==> config.mk <==
export PLATFORM = sky130hd
export DESIGN_NAME = netbus_frame_buffer
export DESIGN_NICKNAME = d
export VERILOG_FILES = /design/src/rtl/netbus_pkg.sv /design/src/rtl/netbus_sdp_ram.sv /design/src/rtl/netbus_frame_buffer.sv
export SDC_FILE = /design/constraint.sdc
export NUM_CORES = 2
export LEC_CHECK = 0
export BUFFER_PORTS_ARGS = -buffer_cell sky130_fd_sc_hd__clkbuf_2
export CORE_MARGIN = 5
export CORE_UTILIZATION = 25
export DETAILED_ROUTE_END_ITERATION = 10
export PLACE_DENSITY = 0.44
export SYNTH_ARGS = -nofsm -noshare
export SYNTH_HDL_FRONTEND = slang
export SYNTH_HIERARCHICAL = 1
export SYNTH_SLANG_ARGS = --single-unit
==> constraint.sdc <==
create_clock -name RCLK -period 5.6 [get_ports RCLK]
set_input_delay 1.12 -clock RCLK [delete_from_list [all_inputs] [get_ports RCLK]]
set_output_delay 1.12 -clock RCLK [all_outputs]
set_load 0.05 [all_outputs]
==> src/rtl/netbus_pkg.sv <==
// netbus_pkg: shared NetBus word geometry and write-side state type.
package netbus_pkg;
    localparam int NB_LAST_BIT = 0;
    typedef enum logic {NB_FILL, NB_DISCARD} nb_wstate_e;
    function automatic int NB_WORD_W(input int dw);
        return dw * 9 + 14;
    endfunction
endpackage

==> src/rtl/netbus_sdp_ram.sv <==
// netbus_sdp_ram: simple dual-port RAM, synchronous write, asynchronous read.
module netbus_sdp_ram #(
    parameter int W  = 50,
    parameter int AW = 6
) (
    input  logic          clk_i,
    input  logic          we_i,
    input  logic [AW-1:0] waddr_i,
    input  logic [W-1:0]  wdata_i,
    input  logic [AW-1:0] raddr_i,
    output logic [W-1:0]  rdata_o
);
    logic [W-1:0] mem_q [2**AW];
    always_ff @(posedge clk_i) begin
        if (we_i) mem_q[waddr_i] <= wdata_i;
    end
    assign rdata_o = mem_q[raddr_i];
endmodule

==> src/rtl/netbus_frame_buffer.sv <==
// netbus_frame_buffer: store-and-forward NetBus frame buffer; frames become
// visible only once their last word is stored, frames that do not fit are dropped whole.
module netbus_frame_buffer
    import netbus_pkg::*;
#(
    parameter int  DATA_WIDTH   = 4,
    parameter int  FIFO_DEPTH   = 6,
    parameter bit  DROP_ON_FULL = 1'b1,
    localparam int W            = NB_WORD_W(DATA_WIDTH)
) (
    input  logic                  RCLK,
    input  logic                  RESET,
    input  logic [W-1:0]          WDATA,
    input  logic                  WVALID,
    output logic                  WREADY,
    output logic [W-1:0]          RDATA,
    output logic                  RVALID,
    input  logic                  RREADY,
    output logic                  RFRAME,
    output logic [FIFO_DEPTH:0]   FRAME_COUNT,
    output logic [15:0]           DROP_COUNT,
    output logic                  OVERFLOW
);
    localparam int PW = FIFO_DEPTH + 1;

    logic [PW-1:0] wr_ptr_q, wr_ptr_d, wr_commit_q, wr_commit_d, rd_ptr_q, rd_ptr_d;
    logic [PW-1:0] frame_count_q, frame_count_d, used;
    logic [15:0]   drop_count_q, drop_count_d;
    logic          overflow_q, overflow_d;
    nb_wstate_e    state_q, state_d;
    logic          full, wr_acc, last, store, drop, commit, rd_acc, rd_last;

    // Extra pointer bit distinguishes a full buffer from an empty one.
    assign used    = wr_ptr_q - rd_ptr_q;
    assign full    = used == PW'(2**FIFO_DEPTH);
    assign last    = WDATA[NB_LAST_BIT];
    assign wr_acc  = WVALID && WREADY;
    assign store   = wr_acc && state_q == NB_FILL && !full;
    assign drop    = wr_acc && state_q == NB_FILL && full;
    assign commit  = store && last;
    assign rd_acc  = RVALID && RREADY;
    assign rd_last = rd_acc && RDATA[NB_LAST_BIT];

    // An oversized frame (full with nothing committed) is accepted and dropped to avoid deadlock.
    assign WREADY      = !RESET && (DROP_ON_FULL || !full || frame_count_q == '0 || state_q == NB_DISCARD);
    assign RVALID      = rd_ptr_q != wr_commit_q;
    assign RFRAME      = frame_count_q != '0;
    assign FRAME_COUNT = frame_count_q;
    assign DROP_COUNT  = drop_count_q;
    assign OVERFLOW    = overflow_q;

    always_comb begin
        state_d       = state_q;
        wr_ptr_d      = drop ? wr_commit_q : store ? wr_ptr_q + 1'b1 : wr_ptr_q;
        wr_commit_d   = commit ? wr_ptr_q + 1'b1 : wr_commit_q;
        rd_ptr_d      = rd_acc ? rd_ptr_q + 1'b1 : rd_ptr_q;
        frame_count_d = frame_count_q + PW'(commit) - PW'(rd_last);
        drop_count_d  = drop_count_q + 16'(drop && drop_count_q != 16'hFFFF);
        overflow_d    = drop;
        if (state_q == NB_FILL)
            state_d = drop && !last ? NB_DISCARD : NB_FILL;
        else
            state_d = wr_acc && last ? NB_FILL : NB_DISCARD;
    end

    always_ff @(posedge RCLK) begin
        if (RESET) begin
            wr_ptr_q      <= '0;
            wr_commit_q   <= '0;
            rd_ptr_q      <= '0;
            frame_count_q <= '0;
            drop_count_q  <= '0;
            overflow_q    <= 1'b0;
            state_q       <= NB_FILL;
        end else begin
            wr_ptr_q      <= wr_ptr_d;
            wr_commit_q   <= wr_commit_d;
            rd_ptr_q      <= rd_ptr_d;
            frame_count_q <= frame_count_d;
            drop_count_q  <= drop_count_d;
            overflow_q    <= overflow_d;
            state_q       <= state_d;
        end
    end

    netbus_sdp_ram #(.W(W), .AW(FIFO_DEPTH)) u_ram (
        .clk_i   (RCLK),
        .we_i    (store),
        .waddr_i (wr_ptr_q[FIFO_DEPTH-1:0]),
        .wdata_i (WDATA),
        .raddr_i (rd_ptr_q[FIFO_DEPTH-1:0]),
        .rdata_o (RDATA)
    );
endmodule

# Yosys cells after proc, flatten, opt, wreduce, memory -nomap -nowiden
# Memory sizes are Yosys's and may differ from the RTL's. A register that Yosys moved wholly into a read port is not among the register bits.
# Cells that the tools add are included.
[classes] mux=9 n_bitwise=1 n_eq_ne=3 n_reduce_logical=15 add_sub_neg=6
[ops] operator="16-bit by 1-bit adder with 16-bit output" n=1
[ops] operator="16-bit inequality test, second input constant" n=1
[ops] operator="7-bit by 1-bit adder with 7-bit output, second input constant" n=2
[ops] operator="7-bit two-way mux" n=2
[ops] operator="6-bit two-way mux" n=2
[ops] operator="1-bit logical AND" n=10
[ops] operator="7-bit by 1-bit adder with 7-bit output" n=1
[ops] operator="7-bit equality test, second input constant" n=1
[ops] operator="7-bit inequality test" n=1
[ops] operator="7-bit nonzero test" n=1
[ops] operator="7-bit by 1-bit subtractor with 7-bit output" n=1
[ops] operator="7-bit subtractor" n=1
[ops] operator="1-bit two-way mux" n=5
[ops] operator="1-bit zero test" n=3
[ops] operator="2-bit nonzero test" n=1
[ops] operator="1-bit NOT" n=1
[totals] elab_cells=42 out_inout_bits=77 register_bits=46 ram_bits=3200 mem_count=1
[mem_list] memory="u_ram.mem_q" words=64 width=50 rd=1 rd_ports_with_merged_regs=1 wr=1 line="netbus_sdp_ram.sv:13" source="logic [W-1:0] mem_q [2**AW];"

# Logic depth before layout (Yosys ltp)
[depth] word_depth=7 depth_mapped=22

# By module
# The synthesis kept the hierarchy.
[by_module_without_submodules] mod="netbus_sdp_ram" seq_area_each_um2=96092.2 area_per_inst_um2=121949.5 instances=1 cells_each=5407
[by_module_without_submodules] mod="netbus_frame_buffer" seq_area_each_um2=920.9 area_per_inst_um2=2558.7 instances=1 cells_each=297

# Worst setup path after synthesis
# No wires, ideal clock.
[synth_timing] path_type="input to register" startpoint="in RESET" endpoint="mem u_ram.mem_q[48][0] (enable)" setup_slack_ns=-0.459 arrival_time_ns=5.540 cell_stages=7 path_buffers=1 required_time_ns=5.081 setup_time_ns=0.519 cell_sequence="nor2_1 -> nand2_1 -> clkbuf_1 -> nor2_1 -> nor2b_1 -> nand4b_1 -> nor3_1"
[synth_between] elab_chain_len=6
[synth_lines] item="start: declaration" line="netbus_frame_buffer.sv:12" source="input logic RESET,"
[synth_lines] item="1-bit zero test" line="netbus_frame_buffer.sv:45" source="assign WREADY = !RESET && (DROP_ON_FULL || !full || frame_count_q == '0 || state_q == NB_DISCARD);"
[synth_lines] item="1-bit logical AND" line="netbus_frame_buffer.sv:37" source="assign wr_acc = WVALID && WREADY;"
[synth_lines] item="1-bit logical AND (2 in a row)" line="netbus_frame_buffer.sv:38" source="assign store = wr_acc && state_q == NB_FILL && !full;"
[synth_lines] item="net store" line="netbus_frame_buffer.sv:31" source="logic full, wr_acc, last, store, drop, commit, rd_acc, rd_last;"
[synth_lines] item="1-bit two-way mux" line="netbus_sdp_ram.sv:15" source="if (we_i) mem_q[waddr_i] <= wdata_i;"
[synth_lines] item="1-bit two-way mux (not written as such)" line="netbus_sdp_ram.sv:15"
[synth_lines] item="end: declaration" line="netbus_sdp_ram.sv:13"
# The timed path passes the listed nets, and every way through them passes these cells.

==> results.yml <==
clocking:
  clk_pin_slew_ns: 0.06
  cts_made_buffers: 357
  clockBufferDepth: 4
  insertion_delay_ns: 0.97
  htree_levels: 5
  tritoncts: "yes"
  clock_sinks: 3246
  root_buffer: "clkbuf_16"
floorplanning:
  die_h_um: 716
  core-area_um2: 497000
  die_area_um2: 512000
  dieWidth_um: 716
  start_util_pct: 25.0
  row_count: 259
  pin_count: 131
synthesis:
  synthTopCellsByCount: "edfxtp_1 (3200), mux4_2 (690), mux2i_1 (235), clkbuf_1 (162), nand2_1 (133)"
  synth-async-reset-ratio_pct: 0
  synthesis.area_um2: 125000
  synth_edf_count: 3200
  yosysTopAreaCell: "edfxtp_1"
  synth_top_area_share_pct: 77.2
  syn_area_per_cell_um2: 21.8
  yosysUniqueCellTypes: 66
  ys.flop_type: "edfxtp_1"
  syn_inst: 5704
  synthesis.nets: 5778
  synth_area_leaders: "edfxtp_1 (77%), mux4_2 (12%), mux2i_1 (1.9%)"
  synth-seq-cells: 3246
  ys_seq_area_share_pct: 77.9
  yosys_warnings: 6
  yosysMostFrequentCell: "edfxtp_1"
pwr:
  power_density_nw_per_um2: 412
  p_switching_w: 0.0156
  p_clk_share_pct: 37.9
  p_int_w: 0.0449
  p_sw_share_pct: 25.7
  leakagePower_nw: 43.5
  seqPwrFrac_pct: 44.5
  ir_worst_vdd_mv: 0.367
  pwr-share-comb_pct: 17.5
place:
  io_buffers: 130
  dpl_cell_area_um2: 135000
  placed_cells: 12500
  place_hpwl_um: 220000
  gp_congestion: 0.761
global_route:
  grt_pass1_wl_um: 547000
  grt_use_total_pct: 15.2
  grt_pass1_vias: 64700
  grt_start_max_net_pins: 127
  antenna_found_initial: 38
  grt.overflow.total: 0
drt:
  vias: 62700
  wire_per_inst_um: 30.4
  via_per_inst: 4.78
  drtIter0Drc: 6387
  antenna_left: 0
  drc: 0
  wl_um: 399000
  firstDrtPassIters: 5
critical_path:
  crit_type: "reg2out"
  worstPathCellList: "buf_16 > nand2b_4 > buf_4 > o22ai_1 > o211ai_1 > a311o_1 > a21oi_1 > clkbuf_2"
  crit_slowest_cell: "dfxtp_4"
  cp-end-kind: "output port"
  path_max_fanout: 77
  r2r_cells: 11
  start_kind: "flop"
  arrival_ns: 4.37
  required_ns: 4.48
  cpPeakStageDelay_ns: 0.57
sta:
  rsz0062_at_grt: "no"
  finalSetupViolations: 0
  setup_tns_ns: 0
  fin_crit_sh_pct: 98.0
  hold_viol: 0
  finClkSkew_ns: 0.0820
  timing.fmax_mhz: 182
  slew_violations: 0
  whs_ns: 0.428
  worst_pin_slew_ns: 1.29
  period_needed_ns: 5.49
  slew_headroom_pct: 14.0
final_layout:
  synthToLayoutAreaGrowth_pct: 17.8
  utilization_pct: 29.5
  drive_above_1_share_pct: 27.4
  num-nets-final: 6233
  postLayoutCellArea_um2: 147000
  stdcell_count: 13100
run_status:
  status: "finished, final reports clean"
run:
  max-cap-violations: 0
min_path:
  min_path_cells: 2
  hp-class: "in2reg"
## through the flow
step	worst slack [ns]	total power (W)
2_1_floorplan	0.779	0.0352
3_3_place_gp	0.491	0.0383
3_5_place_dp	0.708	0.0383
4_1_cts	0.0245	0.0614
5_1_grt	0.00243	0.0628
6_report	0.110	0.0604
## worst max-delay path, delay by kind of cell, from the launching register on
family / cells / cell delay [ns]
buf+inv: 3 / 1.20
simple gates: 1 / 0.34
flops: 1 / 0.57
compound gates: 4 / 1.32
## routing by layer
metal / track usage, % / routed length, um / vias up
li1: - / - / 25200
met1: 20.7 / 173000 / 35000
met2: 25.4 / 194000 / 2004
met3: 2.39 / 21900 / 487
met4: 3.63 / 9760 / 4
met5: 0 / 23 / -
## kinds of logic (layout without fill, tap and decap cells)
family / after synthesis / in the layout / synth area share [%]
multiplexers: 1010 / 1010 / 15.1
XOR/XNOR: 37 / 37 / 0.260
AND/OR/NAND/NOR: 566 / 566 / 2.22
flip-flops: 3246 / 3246 / 77.9
AO/OA/AOI/OAI: 476 / 476 / 2.83
adder cells (fa/ha/maj): 20 / 20 / 0.207
buffers and inverters: 349 / 1094 / 1.42
other: 0 / 8 / 0
## placed cells by master, fill, tap and decap left out, drive strengths merged, types with 16 or more instances in the layout
cell type and instances:
o221ai 55, nand2 133, clkinv 161, xor2 24, mux2 85, a21oi 36, ha 19, nand4 71
a211oi 33, mux2i 235, a22oi 80, o21ai 22, bufinv 29, edfxtp 3200, nor2b 37, and3 26
a221o 37, inv 30, dfxtp 46, clkbuf 566, buf 299, mux4 690, nand3 113, o211ai 16
nor2 131, o22ai 126
## worst paths after layout
check | start | endpoint | slack [ns]
min reg2reg | wr_commit_q[6]$_SDFFE_PP0N_ | wr_commit_q[6]$_SDFFE_PP0N_ | 0.49
max | rd_ptr_q[2]$_SDFFE_PP0P_ | RDATA[39] | 0.11
min | WVALID | state_q$_SDFF_PP0_ | 0.43
max reg2reg | rd_ptr_q[3]$_SDFFE_PP0P_ | u_ram/mem_q[46][4]$_DFFE_PP_ | 0.70
## area by class of cell
type | instances | area [um^2]
fill | 48400 | 350000
sequential | 3246 | 97000
multi-input combinational | 2109 | 26300
clock buffer | 441 | 9400
tap | 6655 | 8330
timing repair buffer | 424 | 3670
clock inverter | 208 | 1870
inverter | 21 | 78.8
antenna | 8 | 20.0
## power groups by stage
stage          sequential [W]  combinational (W)  clock [W]
4_1_cts                0.0269             0.0109     0.0235
3_5_place_dp           0.0275             0.0108          0
3_3_place_gp           0.0275             0.0108          0
5_1_grt                0.0269             0.0114     0.0245
2_1_floorplan          0.0275            0.00776          0
6_report               0.0269             0.0106     0.0229
## sequential cells by signal (all words and copies together) (netlist names)
register / flops
rd_ptr_q: 7
state_q: 1
DROP_COUNT: 16
OVERFLOW: 1
wr_commit_q: 7
FRAME_COUNT: 7
u_ram/mem_q: 3200
wr_ptr_q: 7
## timing repair
item,4_1_cts,5_1_grt
resized for setup,10,2
buffers inserted,4,0
endpoints found under the setup margin,18,2
gates cloned,0,0
hold buffers,0,0
No activity file was read; power rests on OpenSTA's default activity.
